$ cat src/rtl/key_conditioner.sv
// rtl/key_conditioner.sv - input synchroniser, debouncer, note encoder and mode toggle
module key_conditioner #(
    parameter int DEBOUNCE_CYCLES = 50000,
    parameter int CNT_W           = 16
) (
    input  logic       CLK,
    input  logic       RESET,
    input  logic [7:0] sw_raw,
    input  logic       mode_raw,
    output logic [7:0] sw_clean,
    output logic       note_valid,
    output logic [2:0] note_idx,
    output logic       note_on,
    output logic       note_off,
    output logic       mode_toggle,
    output logic       mode_state
);

    // Bits 7:0 are the note switches, bit 8 is the MODE button; all nine
    // share the same synchroniser and debounce treatment.
    localparam int N = 9;
    localparam logic [CNT_W-1:0] CNT_LAST = CNT_W'(DEBOUNCE_CYCLES - 1);

    logic [N-1:0]     raw_all;
    logic [N-1:0]     s1;
    logic [N-1:0]     s2;
    logic [N-1:0]     clean;
    logic [CNT_W-1:0] cnt [N];
    logic             mode_clean;
    logic             mode_d;
    logic             any_set;
    logic [2:0]       hi_idx;
    logic             mode_rise;

    assign raw_all    = {mode_raw, sw_raw};
    assign sw_clean   = clean[7:0];
    assign mode_clean = clean[8];

    // Two-flop synchroniser for every raw input.
    always_ff @(posedge CLK or negedge RESET) begin
        if (!RESET) begin
            s1 <= '0;
            s2 <= '0;
        end else begin
            s1 <= raw_all;
            s2 <= s1;
        end
    end

    // Per-input debounce: the clean level only follows s2 after it has
    // disagreed for DEBOUNCE_CYCLES consecutive edges; any agreement restarts.
    always_ff @(posedge CLK or negedge RESET) begin
        if (!RESET) begin
            clean <= '0;
            for (int i = 0; i < N; i++) begin
                cnt[i] <= '0;
            end
        end else begin
            for (int i = 0; i < N; i++) begin
                if (s2[i] != clean[i]) begin
                    if (cnt[i] == CNT_LAST) begin
                        clean[i] <= s2[i];
                        cnt[i]   <= '0;
                    end else begin
                        cnt[i] <= cnt[i] + 1'b1;
                    end
                end else begin
                    cnt[i] <= '0;
                end
            end
        end
    end

    // Priority encoder: ascending scan so the highest set bit (lowest pitch) wins.
    always_comb begin
        any_set = |clean[7:0];
        hi_idx  = 3'd0;
        for (int i = 0; i < 8; i++) begin
            if (clean[i]) begin
                hi_idx = 3'(i);
            end
        end
    end

    // Registered note outputs; note_idx is held while no switch is active so
    // the core still sees the last note during its release.
    always_ff @(posedge CLK or negedge RESET) begin
        if (!RESET) begin
            note_valid <= 1'b0;
            note_idx   <= 3'd0;
            note_on    <= 1'b0;
            note_off   <= 1'b0;
        end else begin
            note_valid <= any_set;
            note_on    <= any_set && (!note_valid || (hi_idx != note_idx));
            note_off   <= !any_set && note_valid;
            if (any_set) begin
                note_idx <= hi_idx;
            end
        end
    end

    assign mode_rise = mode_clean && !mode_d;

    // Press-only edge detect on the debounced MODE level; release is ignored.
    always_ff @(posedge CLK or negedge RESET) begin
        if (!RESET) begin
            mode_d      <= 1'b0;
            mode_toggle <= 1'b0;
            mode_state  <= 1'b0;
        end else begin
            mode_d      <= mode_clean;
            mode_toggle <= mode_rise;
            mode_state  <= mode_state ^ mode_rise;
        end
    end

endmodule

$ cat config.mk
export PLATFORM = sky130hd
export DESIGN_NAME = key_conditioner
export DESIGN_NICKNAME = d
export VERILOG_FILES = /design/src/rtl/key_conditioner.sv
export SDC_FILE = /design/constraint.sdc
export NUM_CORES = 1
export LEC_CHECK = 0
export ABC_AREA = 1
export CORE_MARGIN = 4
export CORE_UTILIZATION = 60
export CTS_CLUSTER_DIAMETER = 100
export CTS_CLUSTER_SIZE = 40
export DETAILED_ROUTE_END_ITERATION = 16
export MAX_ROUTING_LAYER = met4
export PLACE_DENSITY_LB_ADDON = 0.2
export SYNTH_ARGS = -nofsm -noshare
export SYNTH_HDL_FRONTEND = slang
export SYNTH_SLANG_ARGS = --single-unit
$ cat constraint.sdc
create_clock -name CLK -period 2.15 [get_ports CLK]
set_clock_uncertainty 0.05 [all_clocks]
set_input_delay 0.43 -clock CLK [delete_from_list [all_inputs] [get_ports CLK]]
set_output_delay 0.43 -clock CLK [all_outputs]
set_load 0.05 [all_outputs]
### After elaboration in Yosys (flattened, before gate mapping)

Cells that the tools add are included.

* input bits: 11
* output and inout bits: 16
* word-level logic and storage cells: 98
* flip-flop bits (word level): 180

* add/subtract/negate cells: 9
* reduce and logical (&&, ||, !) cells: 17
* mux-type cells: 25
* equality and inequality tests: 19
* bitwise operators: 1

Operators by type and width (number)
* $mux W16: 18
* $add A16 B1 Y16 const B: 9
* $eq A16 B16 Y1 const B: 9
* $mux W3: 6
* $reduce_and A2 Y1: 9
* $ne A1 B1 Y1: 9
* $reduce_or A8 Y1: 1
* $logic_and A1 B1 Y1: 3
* $logic_not A1 Y1: 3
* $ne A3 B3 Y1: 1
* $logic_or A1 B1 Y1: 1
* $mux W1: 1
* $xor A1 B1 Y1: 1

### Longest topological paths before layout

Gate-level depths: netlist of run 1.

* word-level depth: 10
* gate-level depth with buffers: 10
* gate-level depth less buffers: 10

### Least setup slack after synthesis of run 1

OpenSTA, ideal clock, no wires.

* kind: reg-to-reg
* from: register cnt[32] (netlist name)
* to: register cnt[42] (netlist name)
* cell stages (with the launch flop): 9
* period minus slack after synthesis: 1411 ps
* arrival: 1234 ps
* buffers on the path: 0
* slack: 739 ps
* cell sequence: dfrtp_1 ha_1 nand2_1 nor2_1 nand2_1 nor2_1 or2_2 inv_1 nor3_2

* word-level cells in the longest chain between the ends: 3
* elaborated cells between the ends (all ways): 4

RTL lines
* from (decl): line 28 `logic [CNT_W-1:0] cnt [N];`
* from (signal, indexed assignment): line 65 `cnt[i] <= cnt[i] + 1'b1;`
* $add A16 B1 Y16 or $eq A16 B16 Y1 (tied branches): line 65, 61
* $mux W16 (*): line 61 `if (cnt[i] == CNT_LAST) begin`
* $mux W16 (*): line 60 `if (s2[i] != clean[i]) begin`

Every way passes the cells marked *; elsewhere a longest branch is shown, timed or not.
A chain may end at the register's enable or synchronous reset.

### Final worst setup path of run 1

* from: register note_idx[1]
* to: output note_idx[1]

RTL lines
* from (decl): line 12 `output logic [2:0] note_idx,`
* from (signal assigned): line 98 `note_idx <= hi_idx;`

No word-level cell between the ends.

==> results.txt, run 1 <==
The clock transition at the register clock pins on the worst setup and hold paths after CTS is ~0.060 ns. The HPWL after detailed placement is roughly 12 mm. The area share of fa/ha/maj cells after synthesis came out at under 10%. The detail route stage leaves a number of antenna-violating nets equal to 0. The kind of cell with the highest combined delay on the critical path is buffers and inverters. The simple logic cell fraction of the synthesized area came out at a little under a third. The number of global-route vias before repair came out at ~6600.

The post-synthesis cell count came out at approximately 1100. The cell internal power dissipation came out at 5000 µW. Before antenna repair, the detailed router went through 6 iterations. The fraction of layout instances using a drive strength above 1 is 7.01%.

After filler insertion, the fill cell instance count of the layout stands at about 1200. TritonCTS built the clock tree. The worst path needs between 2 and 2.5 ns of the cycle, external delays included. Setup repair after global routing left no endpoint under its margin. The switching portion of total power is 21.7%. The post-route standard cell area excluding fillers came out at 9910 µm². The total area inside the core boundary comes to between 10000 and 15000 µm². The detailed router placed around 6800 vias in this run. The synthesized design spends more area on one cell type than any other, namely sky130_fd_sc_hd__dfrtp_1.

The type of destination of the critical path is a primary output. The initial antenna violation count came to 0. Power comes to between 6000 and 7000 µW. The total of buffers placed on input and output ports came out at 26. The kind of critical path is register to primary output. The max-slew headroom at the worst pin is between 60% and 70%. When the netlist entered floorplanning its net count stood at between 1000 and 1500.

The number of placement rows is 44. The average wire length per cell after detail routing came out at around 12 µm. The multiplexer fraction of the synthesized cell area came out at 0%. For this design, the slowest cell found on the critical path is sky130_fd_sc_hd__clkdlybuf4s50_1. The number of buffers and inverters on the critical path is 1. The power spent charging and discharging nets is 1380 µW. The distinct cell type count of the synthesized netlist came out at 29. The initial core utilization came out at between 60% and 70%. After the last flow step, the layout net total stands at ~1200. The post-synthesis sequential area ratio came out at between 50 and 60%.

The post-synthesis average cell area came out at 8.18 µm². Counting flops and latches in the post-synthesis netlist gives 180. The worst supply voltage drop on vdd came out at around 0.58 mV. The clock group share of total power came out at about two fifths. Timing would allow up to around 480 MHz. Sequential cells account for 54.7% of the total power.

The die footprint is approximately 17000 µm². The finished layout holds ~1300 standard cells, fillers aside. The portion of total power attributed to combinational logic is around 3.8%.

The area share of the leading cell type in the synthesized netlist came out at around half. The root buffer selected by CTS is sky130_fd_sc_hd__clkbuf_16. The post-placement cell count is approximately 1300.

The final weighted congestion in routability-driven placement came out at roughly 0.89. The share of the cycle needed by the critical path after routing is ~97%. After detailed routing, the number of vias per cell comes to 5.16. Measured along the y axis, the die boundary spans 130 µm.

The clock latency reported for the late side of the worst-skew pair came out at 0.42 ns. The count of routing violations after the opening detailed-route iteration is approximately 370. By area, the combinational part of the netlist is dominated by simple AND/OR/NAND/NOR gates.

The placed instances occupy a cell area of approximately 9400 µm². The cell area that synthesis handed to floorplanning was ~8900 µm². The ratio of total power to cell area came out at roughly 640 nW/µm².

The arrival time of the worst setup path is 1.61 ns. The setup TNS after final layout came out at 0 ns. Final hold analysis gives a worst-case slack of 0.298 ns.

Walking the worst path, the cells encountered are clkdlybuf4s50_1. The number of levels the H-tree was split into came out at 4. STA classifies the critical path startpoint as a register. The path type of the worst min-delay path is register to register. The number of top-level pins is 27. The clock sink count is 180.

The final count of pins violating max slew is 0. The number of failing setup endpoints in the final timing report is 0. TritonCTS created 17 clock buffers. The compound-gate portion of the synthesized area came out at 3.74%. Across the run, the number of max-cap violations was 0.

The number of antenna diodes in the final layout is 0. The area added between synthesis and finish is 11.4%. For the pin with the worst max-slew slack, the measured transition is around 0.50 ns. The overall track demand over capacity in global routing came out at between 20% and 30%. The number of design rule violations left after detail routing is 0.

The largest stage delay on the critical path is 0.81 ns. The run finished with clean final reports. The data required time of the worst path came out at 1.67 ns.

The top fanout value on the critical path came out at 3. For this block, the routed nets add up to about 16 mm of wire. The parity-gate share of the synthesized area counting xor and xnor cells came out at roughly 6.4%. The horizontal die dimension came out at around 130 µm. The total grt overflow is 0. The first global-routing pass estimated between 20 and 30 mm of wire. Entering global routing, the biggest net connects 56 pins. In the post-synthesis netlist, the biggest area contributors are sky130_fd_sc_hd__dfrtp_1 (51%), sky130_fd_sc_hd__nor2_1 (9.5%), sky130_fd_sc_hd__nand2_1 (8.6%), sky130_fd_sc_hd__inv_1 (5.6%), sky130_fd_sc_hd__xor2_1 (5.3%). The count of synthesis-stage warnings from yosys came out at 0. The final number of hold-violating endpoints was 0. The clock tree buffer depth is 2. The leakage power of the design is around 0.0043 µW.
[per-stage QoR]
step,util (%),setup slack (ns)
final,68.2,0.0630
after global routing,68.2,0.000165
after CTS,68.1,0.00515
after detailed placement,64.7,0.414
after global placement,64.7,0.408
after floorplan,-,0.739
[area by class of cell]
type                       instances  area (µm²)  share of cell area [%]
clock buffer                      22         454                    4.58
multi-input combinational        766        3830                    38.7
tap                              184         230                    2.32
sequential                       180        4500                    45.4
clock inverter                     6        35.0                   0.353
inverter                         134         503                    5.07
timing repair buffer              34         354                    3.57
[sequential cells by signal, summed over array words and instances, names as in the netlist]
name,cells
clean,9
cnt,144
mode_d,1
mode_state,1
mode_toggle,1
note_idx,3
note_off,1
note_on,1
note_valid,1
s1,9
s2,9
[power groups by stage]
stage	combinational, µW	sequential [µW]	clock [µW]
after detailed placement	249	3550	0
after CTS	253	3490	2710
after global placement	241	3540	0
after global routing	289	3490	2860
after floorplan	111	3540	0
final	244	3490	2650
[layer usage]
layer  vias to the layer above  GRT usage (%)  routed length (µm)
li1                       3536              -                   -
met5                         -              -                   0
met1                      3178           28.6                7930
met2                       107           35.4                7810
met3                        21           4.34                 489
met4                         0           5.44                 189
[final timing paths]
check / endpoint / cells past startpoint / slack, ns / start
max: note_idx[1] / 1 / 0.06 / note_idx[1]$_DFFE_PN0P_
min: s2[5]$_DFF_PN0_ / 0 / 0.30 / s1[5]$_DFF_PN0_
max reg2reg: cnt[10]$_DFF_PN0_ / 8 / 0.46 / cnt[0]$_DFF_PN0_
min reg2reg: s2[5]$_DFF_PN0_ / 0 / 0.30 / s1[5]$_DFF_PN0_
max in group asynchronous: cnt[119]$_DFF_PN0_ / 3 / 0.92 / RESET
min in group asynchronous: cnt[110]$_DFF_PN0_ / 2 / 0.48 / RESET
[synth_stat cells]
| cell | n |
|---|---|
| sky130_fd_sc_hd__a21oi_1 | 30 |
| sky130_fd_sc_hd__nor4_1 | 4 |
| sky130_fd_sc_hd__nor3_4 | 2 |
| sky130_fd_sc_hd__xnor2_1 | 11 |
| sky130_fd_sc_hd__nand3_2 | 2 |
| sky130_fd_sc_hd__nor2_1 | 225 |
| sky130_fd_sc_hd__a31oi_1 | 3 |
| sky130_fd_sc_hd__nor2_2 | 14 |
| sky130_fd_sc_hd__nor2_4 | 5 |
| sky130_fd_sc_hd__inv_1 | 132 |
| sky130_fd_sc_hd__nand2_1 | 205 |
| sky130_fd_sc_hd__o21ai_1 | 1 |
| sky130_fd_sc_hd__nand3_1 | 67 |
| sky130_fd_sc_hd__o21bai_1 | 6 |
| sky130_fd_sc_hd__nor3_1 | 44 |
| sky130_fd_sc_hd__buf_4 | 8 |
| sky130_fd_sc_hd__nor3b_1 | 14 |
| sky130_fd_sc_hd__o21ai_0 | 21 |
| sky130_fd_sc_hd__ha_1 | 9 |
| sky130_fd_sc_hd__and3_1 | 1 |
| sky130_fd_sc_hd__or2_0 | 1 |
| sky130_fd_sc_hd__inv_2 | 2 |
| sky130_fd_sc_hd__a21oi_2 | 1 |
| sky130_fd_sc_hd__nand4_1 | 25 |
| sky130_fd_sc_hd__or2_2 | 2 |
| sky130_fd_sc_hd__dfrtp_1 | 180 |
| sky130_fd_sc_hd__nand2_2 | 13 |
| sky130_fd_sc_hd__nor3_2 | 6 |
| sky130_fd_sc_hd__xor2_1 | 54 |
[what timing repair did]
item / in CTS / in global routing
endpoints found under the hold margin: 48 / 0
hold buffers: 1 / 0
buffers inserted: 0 / 0
endpoints found under the setup margin: 4 / 4
gates resized for setup: 4 / 4
[worst register-to-register path: cells and delay by family, from the launching register on]
kind,cells,cell delay [ns]
buffers and inverters,1,0.08
adder cells (fa/ha/maj),1,0.20
flip-flops,1,0.39
AND/OR/NAND/NOR,5,0.70
AO/OA/AOI/OAI,1,0.15
[kinds of logic (layout without fill, tap and decap cells)]
| logic type | count (synthesis) | in the layout |
|---|---|---|
| XOR/XNOR | 65 | 65 |
| flip-flops | 180 | 180 |
| adder cells (fa/ha/maj) | 9 | 9 |
| AND/OR/NAND/NOR | 630 | 630 |
| AO/OA/AOI/OAI | 62 | 62 |
| buffers and inverters | 142 | 196 |
[cells in the final DEF, fill, tap and decap left out, drive strengths merged]
master / instances
nor2: 244
nand2: 218
dfrtp: 180
inv: 134
nand3: 69
xor2: 54
nor3: 52
a21oi: 31
nand4: 25
clkbuf: 23
o21ai: 22
clkdlybuf4s50: 16
nor3b: 14
xnor2: 11
ha: 9
buf: 8
o21bai: 6
nor4: 4
clkinv: 4
dlymetal6s2s: 4
dlygate4sd2: 4
a31oi: 3
or2: 3
clkinvlp: 2
and3: 1
dlygate4sd3: 1
Note: power is estimated with default switching activity, not from simulation.
==> run 2, diff against run 1 <==
CORE_ASPECT_RATIO = 0.6   (was not set)
CTS_CLUSTER_DIAMETER = not set   (was 100)
==> run 2 against run 1 <==
Flip-flop and latch count stayed put. Hold slack hardly changed. Sequential power hardly changed. Fmax is 1.5% lower. Global-route usage is 1.5 points higher. Non-clock buffer count is 4 lower. First-iteration DRC count is 36% higher. Clock power is 18% higher. Register-to-register slack worse by 0.05 ns. Core utilization is 0.79 points higher. Total power is 7.3% higher. Setup slack worse by 0.031 ns. Critical endpoint is now note_valid. Largest cell class unchanged.
==> results.txt, run 2 (synthesis gave the netlist of run 1 again) <==
The clock transition at the register clock pins on the worst setup and hold paths after CTS was 0.07 ns (about the same). The number of nets in the layout came out at 1149 (-0.35%). The portion of total power attributed to combinational logic came out at 3.5% (-0.3 points). The detailed-route via count is 7009 (+2.4%). The number of levels the H-tree was split into is 4 (unchanged). The average wire length per cell after detail routing is 13.2 µm (+6.5%). The total of buffers placed on input and output ports was 26 (unchanged).

The depth of the most critical reg-to-reg path came out at 8 (unchanged). The clock latency reported for the late side of the worst-skew pair came out at 0.43 ns (about the same). The final wirelength came out at 17.6 mm (+7.5%).

The pin count of the biggest net entering global routing was 62 (+11%). The clock period minus worst slack is 2.12 ns (+0.0311 ns). The global routing usage on met1 came out at 35.3% (+6.7 points).

The total grt overflow is 0 (unchanged). The die footprint is 16900 µm² (+0.38%). In this run the most critical hold path is launched from s1[3]$_DFF_PN0_. More flip-flops sit in one register than any other, and that register is cnt. The final cell count without fillers came out at 1338 (+0.90%). The number of failing setup endpoints in the final timing report was 0 (unchanged).

The worst reg-to-reg setup slack came out at 0.41 ns (-0.05 ns). The total CTS buffers is 17 (unchanged). The die span in y is 102 µm (-21%).

The layer with the highest usage after global routing is met1. The clock group share of total power came to 45.5% (+4.0 points). The leakage power of the design is 0.00437 µW (+0.84%). The flip-flop count of the largest register, all copies and words added came out at 144 (unchanged). The clock tree buffer depth is 2 (unchanged). The final number of hold-violating endpoints is 0 (unchanged). The final weighted congestion in routability-driven placement was 0.932 (+5.0%). The area growth from synthesis to layout is 12.5%.

The number of design rule violations left after detail routing came to 0 (unchanged). The HPWL after detailed placement came out at 12.9 mm (+7.2%). The slowest stage of the critical path belongs to the cell sky130_fd_sc_hd__clkdlybuf4s50_1. The total number of cells along the worst setup path is 1 (unchanged). The post-placement cell count is 1307 (+0.77%). In the layout the commonest cells are sky130_fd_sc_hd__nor2_1 (225), sky130_fd_sc_hd__nand2_1 (205), sky130_fd_sc_hd__dfrtp_1 (180), sky130_fd_sc_hd__inv_1 (132), sky130_fd_sc_hd__nand3_1 (67). The via density per instance is 5.24 (+1.5%). The critical path is of the register to primary output type. The initial core utilization was 61.4% (+0.12 points).

The flow ran to the end, and the final reports show no timing, DRC or antenna violations. Setup repair after global routing left no endpoint under its margin. The max-slew headroom at the worst pin came out at 59.5% (-7.0 points).

The share of the cycle needed by the critical path after routing is 98.5% (+1.4 points). The number of setup buffers added after CTS is 0 (unchanged). The endpoint of the worst-slack reg-to-reg timing path is cnt[46]$_DFF_PN0_. The kind of cell with the highest combined delay on the critical path is buffers and inverters. The horizontal die dimension is 165 µm (+27%). The length of the first detailed-routing pass in iterations is 5 (-1). The startpoint type of the worst setup path is a register.

The worst hold path terminates at s2[3]$_DFF_PN0_. The top fanout value on the critical path is 3 (unchanged). The count of buffering cells on the critical path with inverters included was 1 (unchanged). The part of the total power dissipated in sequential elements came out at 50.9% (-3.8 points). The initial antenna violation count came out at 0 (unchanged). The path type of the worst min-delay path is register to register.

The ratio of total power to cell area is 684 nW/µm² (+6.3%). In this run the clock root is driven by a sky130_fd_sc_hd__clkbuf_16. The fraction of layout instances using a drive strength above 1 came out at 7.28% (+0.28 points). The number of placement rows is 34 (-23%). The data required time of the worst path came out at 1.67 ns (about the same). The hold path depth came out at 0 (unchanged).

The number of global-route vias before repair is 6469 (-1.6%). The fraction of met3 tracks used by global routing came to 3.63% (-0.71 points). The worst setup path is captured at a primary output.

The count of max-cap constraint violations came to 0 (unchanged). The setup TNS after final layout came to 0 ns (unchanged). The count of routing violations after the opening detailed-route iteration is 503 (+36%). The maximum achievable frequency came out at 472 MHz (-1.5%).

The power spent charging and discharging nets is 1500 µW (+8.7%). The final count of pins violating max slew was 0 (unchanged). The global-route wire length before repair came out at 30.6 mm (+5.3%). The number of top-level pins is 27 (unchanged). The clock sink count came out at 180 (unchanged). The diode insertion count for antenna repair came out at 0 (unchanged). The number of routed nets with antenna violations came out at 0 (unchanged). The global routing usage on met2 was 32.6% (-2.8 points). The arrival time of the worst setup path came out at 1.64 ns (+0.03 ns). The cell internal power dissipation came out at 5340 µW (+6.9%).

The overall track demand over capacity in global routing is 23.3% (+1.5 points). The slew at the pin with the worst max-slew slack was 0.601 ns (+0.101 ns). The largest stage delay on the critical path came out at 0.83 ns (+0.02 ns). The startpoint identified for the worst register-to-register timing path is cnt[32]$_DFF_PN0_. The core utilization of the finished layout is 69.0% (+0.79 points).

Walking the worst path, the cells encountered are clkdlybuf4s50_1. The core footprint is 14500 µm² (-0.19%). The switching portion of total power is 22.0% (+0.28 points).

TritonCTS built the clock tree. The library cell used most frequently in the layout, excluding fill and tap cells, is sky130_fd_sc_hd__nor2_1. The worst supply voltage drop on vdd came out at 0.401 mV (-31%).
run 2: cell types whose count changed in the layout (fill, tap and decap cells not counted):
cell                              change
sky130_fd_sc_hd__clkinv_2             -2
sky130_fd_sc_hd__dlymetal6s2s_1       +1
sky130_fd_sc_hd__buf_4                -3
sky130_fd_sc_hd__bufinv_16            +3
sky130_fd_sc_hd__clkinvlp_4           +2
sky130_fd_sc_hd__dlygate4sd2_1        -2
sky130_fd_sc_hd__clkbuf_8             -1
sky130_fd_sc_hd__inv_6                +3
sky130_fd_sc_hd__buf_12               +1
sky130_fd_sc_hd__clkdlybuf4s50_1      -1
sky130_fd_sc_hd__clkbuf_1             -3
run 2: final cells by class:
cell class              instances  area, µm²
clock buffers                  18        429
clock inverters                12        156
fillers                      1154       4500
inverters                     134        503
multi-input cells             766       3830
flip-flops and latches        180       4500
well taps                     198        248
repair buffers                 30        337
run 2: worst reg2reg max path: cells and delay by family (launching register included):
family | cells | cell delay, ns
and+or+nand+nor | 5 | 0.89
DFF | 1 | 0.37
adders and majority gates | 1 | 0.18
buffers and inverters | 1 | 0.07
AOI/OAI and AO/OA | 1 | 0.07
run 2: metrics by stage:
step / hold WS [ns] / total power [µW] / worst slack (ns) / instance area (µm²)
floorplan: 0.0844 / 3650 / 0.739 / 8900
global placement: 0.281 / 3780 / 0.438 / 9410
detailed placement: 0.286 / 3790 / 0.420 / 9410
CTS: 0.301 / 6920 / 0.00775 / 10000
global route: 0.314 / 7120 / 0.0226 / 10000
finish: 0.298 / 6850 / 0.0320 / 10000
run 2: worst max path at each step:
stage,end,startpoint
finish,note_valid,note_valid$_DFF_PN0_
CTS,sw_clean[2],clean[2]$_DFFE_PN0P_
global placement,sw_clean[4],clean[4]$_DFFE_PN0P_
floorplan,cnt[42]$_DFF_PN0_,cnt[32]$_DFF_PN0_
detailed placement,sw_clean[4],clean[4]$_DFFE_PN0P_
global route,note_idx[2],note_idx[2]$_DFFE_PN0P_
run 2: timing repair:
action | 4_1_cts | 5_1_grt
hold buffers | 1 | 0
setup endpoints to repair | 2 | 5
resized for setup | 2 | 5
endpoints found under the hold margin | 39 | 0
pin swaps | 0 | 0
run 2: routing by layer:
metal	part of all wire, %	vias to the layer above
met5	0	-
met4	1.0	0
met3	5.8	19
met2	42	181
met1	51	3269
li1	-	3540
run 2: power by group through the flow:
| stage | clock [µW] | sequential, µW | combinational (µW) |
|---|---|---|---|
| 3_3_place_gp | 0 | 3550 | 237 |
| 5_1_grt | 3340 | 3490 | 285 |
| 4_1_cts | 3190 | 3490 | 249 |
| 2_1_floorplan | 0 | 3540 | 111 |
| 3_5_place_dp | 0 | 3550 | 243 |
| 6_report | 3120 | 3490 | 242 |
==> run 3, diff against run 2 <==
REMOVE_ABC_BUFFERS = 1   (was not set)
==> run 3 against run 2 <==
Largest cell class unchanged. Global-route usage is 0.40 points lower. Sequential share of layout area barely moved. Via count fell by 1.1%. Hold slack better by 0.0032 ns. Core utilization is 0.052 points higher. Flip-flop and latch count unchanged.
==> results.txt, run 3 (synthesis gave the netlist of run 1 again) <==
The run finished with clean final reports. The clock latency reported for the late side of the worst-skew pair was 0.42 ns (about the same). The count of routing violations after the opening detailed-route iteration is 517 (+2.8%).

The number of top-level pins was 27 (unchanged). The worst hold-check slack is 0.301 ns (+0.00321 ns). The leading cell type in the layout, fill and taps excluded is sky130_fd_sc_hd__nor2_1.

The initial core utilization is 61.4% (unchanged). The overall track demand over capacity in global routing came out at 22.9% (-0.40 points). The number of routed nets with antenna violations is 0 (unchanged). The setup slack of the critical path after layout came to 0.0724 ns (+0.0404 ns). The number of failing setup endpoints in the final timing report came out at 0 (unchanged).

The clock transition at the register clock pins on the worst setup and hold paths after CTS is 0.07 ns (about the same). The largest stage delay on the critical path is 0.81 ns (-0.02 ns). The number of setup buffers added after CTS came out at 0 (unchanged). The data required time of the worst path is 1.67 ns (about the same). The clock tree buffer depth came out at 2 (unchanged). The global-route wire length before repair is 30.4 mm (-0.63%). The count of max-cap constraint violations is 0 (unchanged).

The clock sink count is 180 (unchanged). The initial antenna violation count came out at 0 (unchanged). The top cell types in the final layout, fill and taps aside, are sky130_fd_sc_hd__nor2_1 (225), sky130_fd_sc_hd__nand2_1 (205), sky130_fd_sc_hd__dfrtp_1 (180), sky130_fd_sc_hd__inv_1 (132), sky130_fd_sc_hd__nand3_1 (67). The number of design rule violations left after detail routing is 0 (unchanged). The worst supply voltage drop on vdd was 0.476 mV (+19%). The number of global-route vias before repair came out at 6460 (-0.14%). The core footprint is 14500 µm² (unchanged).

The pin count of the biggest net entering global routing came out at 58 (-6.5%). The fraction of met3 tracks used by global routing came to 4.39% (+0.77 points). The total CTS buffers is 17 (unchanged).

The slew at the pin with the worst max-slew slack came out at 0.502 ns (-0.0998 ns). The worst setup path is captured at a primary output. The die footprint came out at 16900 µm² (unchanged). The maximum achievable frequency is 481 MHz (+1.9%). On the critical path the largest part of the delay comes from buffers and inverters. The horizontal die dimension is 165 µm (unchanged).

The count of buffering cells on the critical path with inverters included is 1 (unchanged). The diode insertion count for antenna repair came out at 0 (unchanged). The final weighted congestion in routability-driven placement came out at 0.941 (+0.92%). The detailed-route via count came to 6933 (-1.1%). The clock period minus worst slack is 2.08 ns (-0.0404 ns).

The path class of the tightest hold or removal check is register to register. The TritonCTS clock tree is built. The length of the first detailed-routing pass in iterations came to 6 (+1). The flip-flop count of the largest register, all copies and words added is 144 (unchanged).

The max-slew headroom at the worst pin is 66.2% (+6.7 points). The global routing usage on met2 was 32.6% (about the same). The total of buffers placed on input and output ports came to 26 (unchanged).

The final wirelength came out at 17.6 mm (-0.33%). On the critical path, the stage with the largest delay is an instance of sky130_fd_sc_hd__clkdlybuf4s50_1. The worst setup timing slack at the placement stage came to 0.416 ns (-0.00348 ns). The number of nets in the layout came out at 1152 (+0.26%).

The critical path goes through clkdlybuf4s50_1. The total grt overflow came out at 0 (unchanged). The number of placement rows is 34 (unchanged). The fraction of layout instances using a drive strength above 1 is 7.43% (+0.15 points).

STA classifies the critical path startpoint as a register. The die span in y came out at 102 µm (unchanged). The share of the cycle needed by the critical path after routing is 96.6% (-1.9 points). The leakage power of the design came out at 0.00435 µW (-0.50%). The average wire length per cell after detail routing is 13.1 µm (-0.63%).

The area added between synthesis and finish came out at 12.6% (about the same). The number of levels the H-tree was split into came to 4 (unchanged). The final count of pins violating max slew was 0 (unchanged). The HPWL after detailed placement is 12.6 mm (-1.9%).

The global routing usage on met1 is 34.4% (-0.91 points). The critical path in this run is classified as register to primary output. The via density per instance came out at 5.17 (-1.4%). The arrival time of the worst setup path came out at 1.60 ns (-0.04 ns). The ratio of total power to cell area is 680 nW/µm² (-0.53%).

cnt holds more flip-flops than any other register. The top fanout value on the critical path came out at 3 (unchanged). Setup repair after global routing left no endpoint under its margin. The setup TNS after final layout was 0 ns (unchanged). The final number of hold-violating endpoints came out at 0 (unchanged). The root buffer cell chosen for the clock tree is sky130_fd_sc_hd__clkbuf_16. In this run the most used layer during global routing was met1. The overall power after layout was 6810 µW (-0.46%).
## run 3: cell count changes in the layout (fill, tap and decap cells not counted), moves of 2 or more
cell                              delta
sky130_fd_sc_hd__clkbuf_8            +2
sky130_fd_sc_hd__clkinv_4            +2
sky130_fd_sc_hd__buf_4               +2
sky130_fd_sc_hd__clkdlybuf4s50_1     +3
sky130_fd_sc_hd__dlymetal6s2s_1      -2
## run 3: area by class of cell
| cell class | instances | area (µm²) |
|---|---|---|
| Clock buffer | 20 | 457 |
| Clock inverter | 11 | 128 |
| Fill cell | 1154 | 4490 |
| Inverter | 134 | 503 |
| Multi-Input combinational cell | 766 | 3830 |
| Sequential cell | 180 | 4500 |
| Tap cell | 198 | 248 |
| Timing Repair Buffer | 33 | 345 |
## run 3: per-stage QoR
step           util [%]  std cells  cell area, µm²
2_1_floorplan         -       1080            8840
3_3_place_gp       64.9       1310            9420
3_5_place_dp       64.9       1310            9420
4_1_cts            69.0       1342           10000
5_1_grt            69.1       1342           10000
6_report           69.1       1342           10000
## run 3: routing by layer
metal | vias to the layer above | wire [µm]
met2 | 155 | 7410
met5 | - | 0
met1 | 3236 | 9290
met3 | 16 | 774
li1 | 3526 | -
met4 | 0 | 103
## run 3: worst reg2reg max path: stages, from the launching register on
cell and delay, ns:
sky130_fd_sc_hd__dfrtp_1 0.37, sky130_fd_sc_hd__ha_1 0.17, sky130_fd_sc_hd__nand2_1 0.09, sky130_fd_sc_hd__nor2_1 0.13, sky130_fd_sc_hd__inv_1 0.07, sky130_fd_sc_hd__nor2_1 0.19
sky130_fd_sc_hd__nand3_1 0.22, sky130_fd_sc_hd__nand2_2 0.23, sky130_fd_sc_hd__nor2_1 0.07
## run 3: power by group
part           internal (µW)  total [µW]  switching, µW  leakage (µW)
registers               3440        3490           42.1       0.00245
logic                   75.5         237            162       0.00162
clock network           1780        3090           1320      0.000279
total                   5300        6810           1520       0.00435
## run 3: timing repair
action	4_1_cts	5_1_grt
endpoints found under the hold margin	40	0
setup endpoints to repair	3	3
gates resized for setup	3	3
pin swaps	0	0
hold buffers	1	0
## run 3: worst paths after layout
check	from	endpoint	slack, ns	cells past startpoint
min in group asynchronous	RESET	cnt[90]$_DFF_PN0_	0.46	2
max	note_idx[2]$_DFFE_PN0P_	note_idx[2]	0.07	1
min	s1[2]$_DFF_PN0_	s2[2]$_DFF_PN0_	0.30	0
max in group asynchronous	RESET	cnt[124]$_DFF_PN0_	0.98	3
max reg2reg	cnt[32]$_DFF_PN0_	cnt[36]$_DFF_PN0_	0.45	8
min reg2reg	s1[2]$_DFF_PN0_	s2[2]$_DFF_PN0_	0.30	0
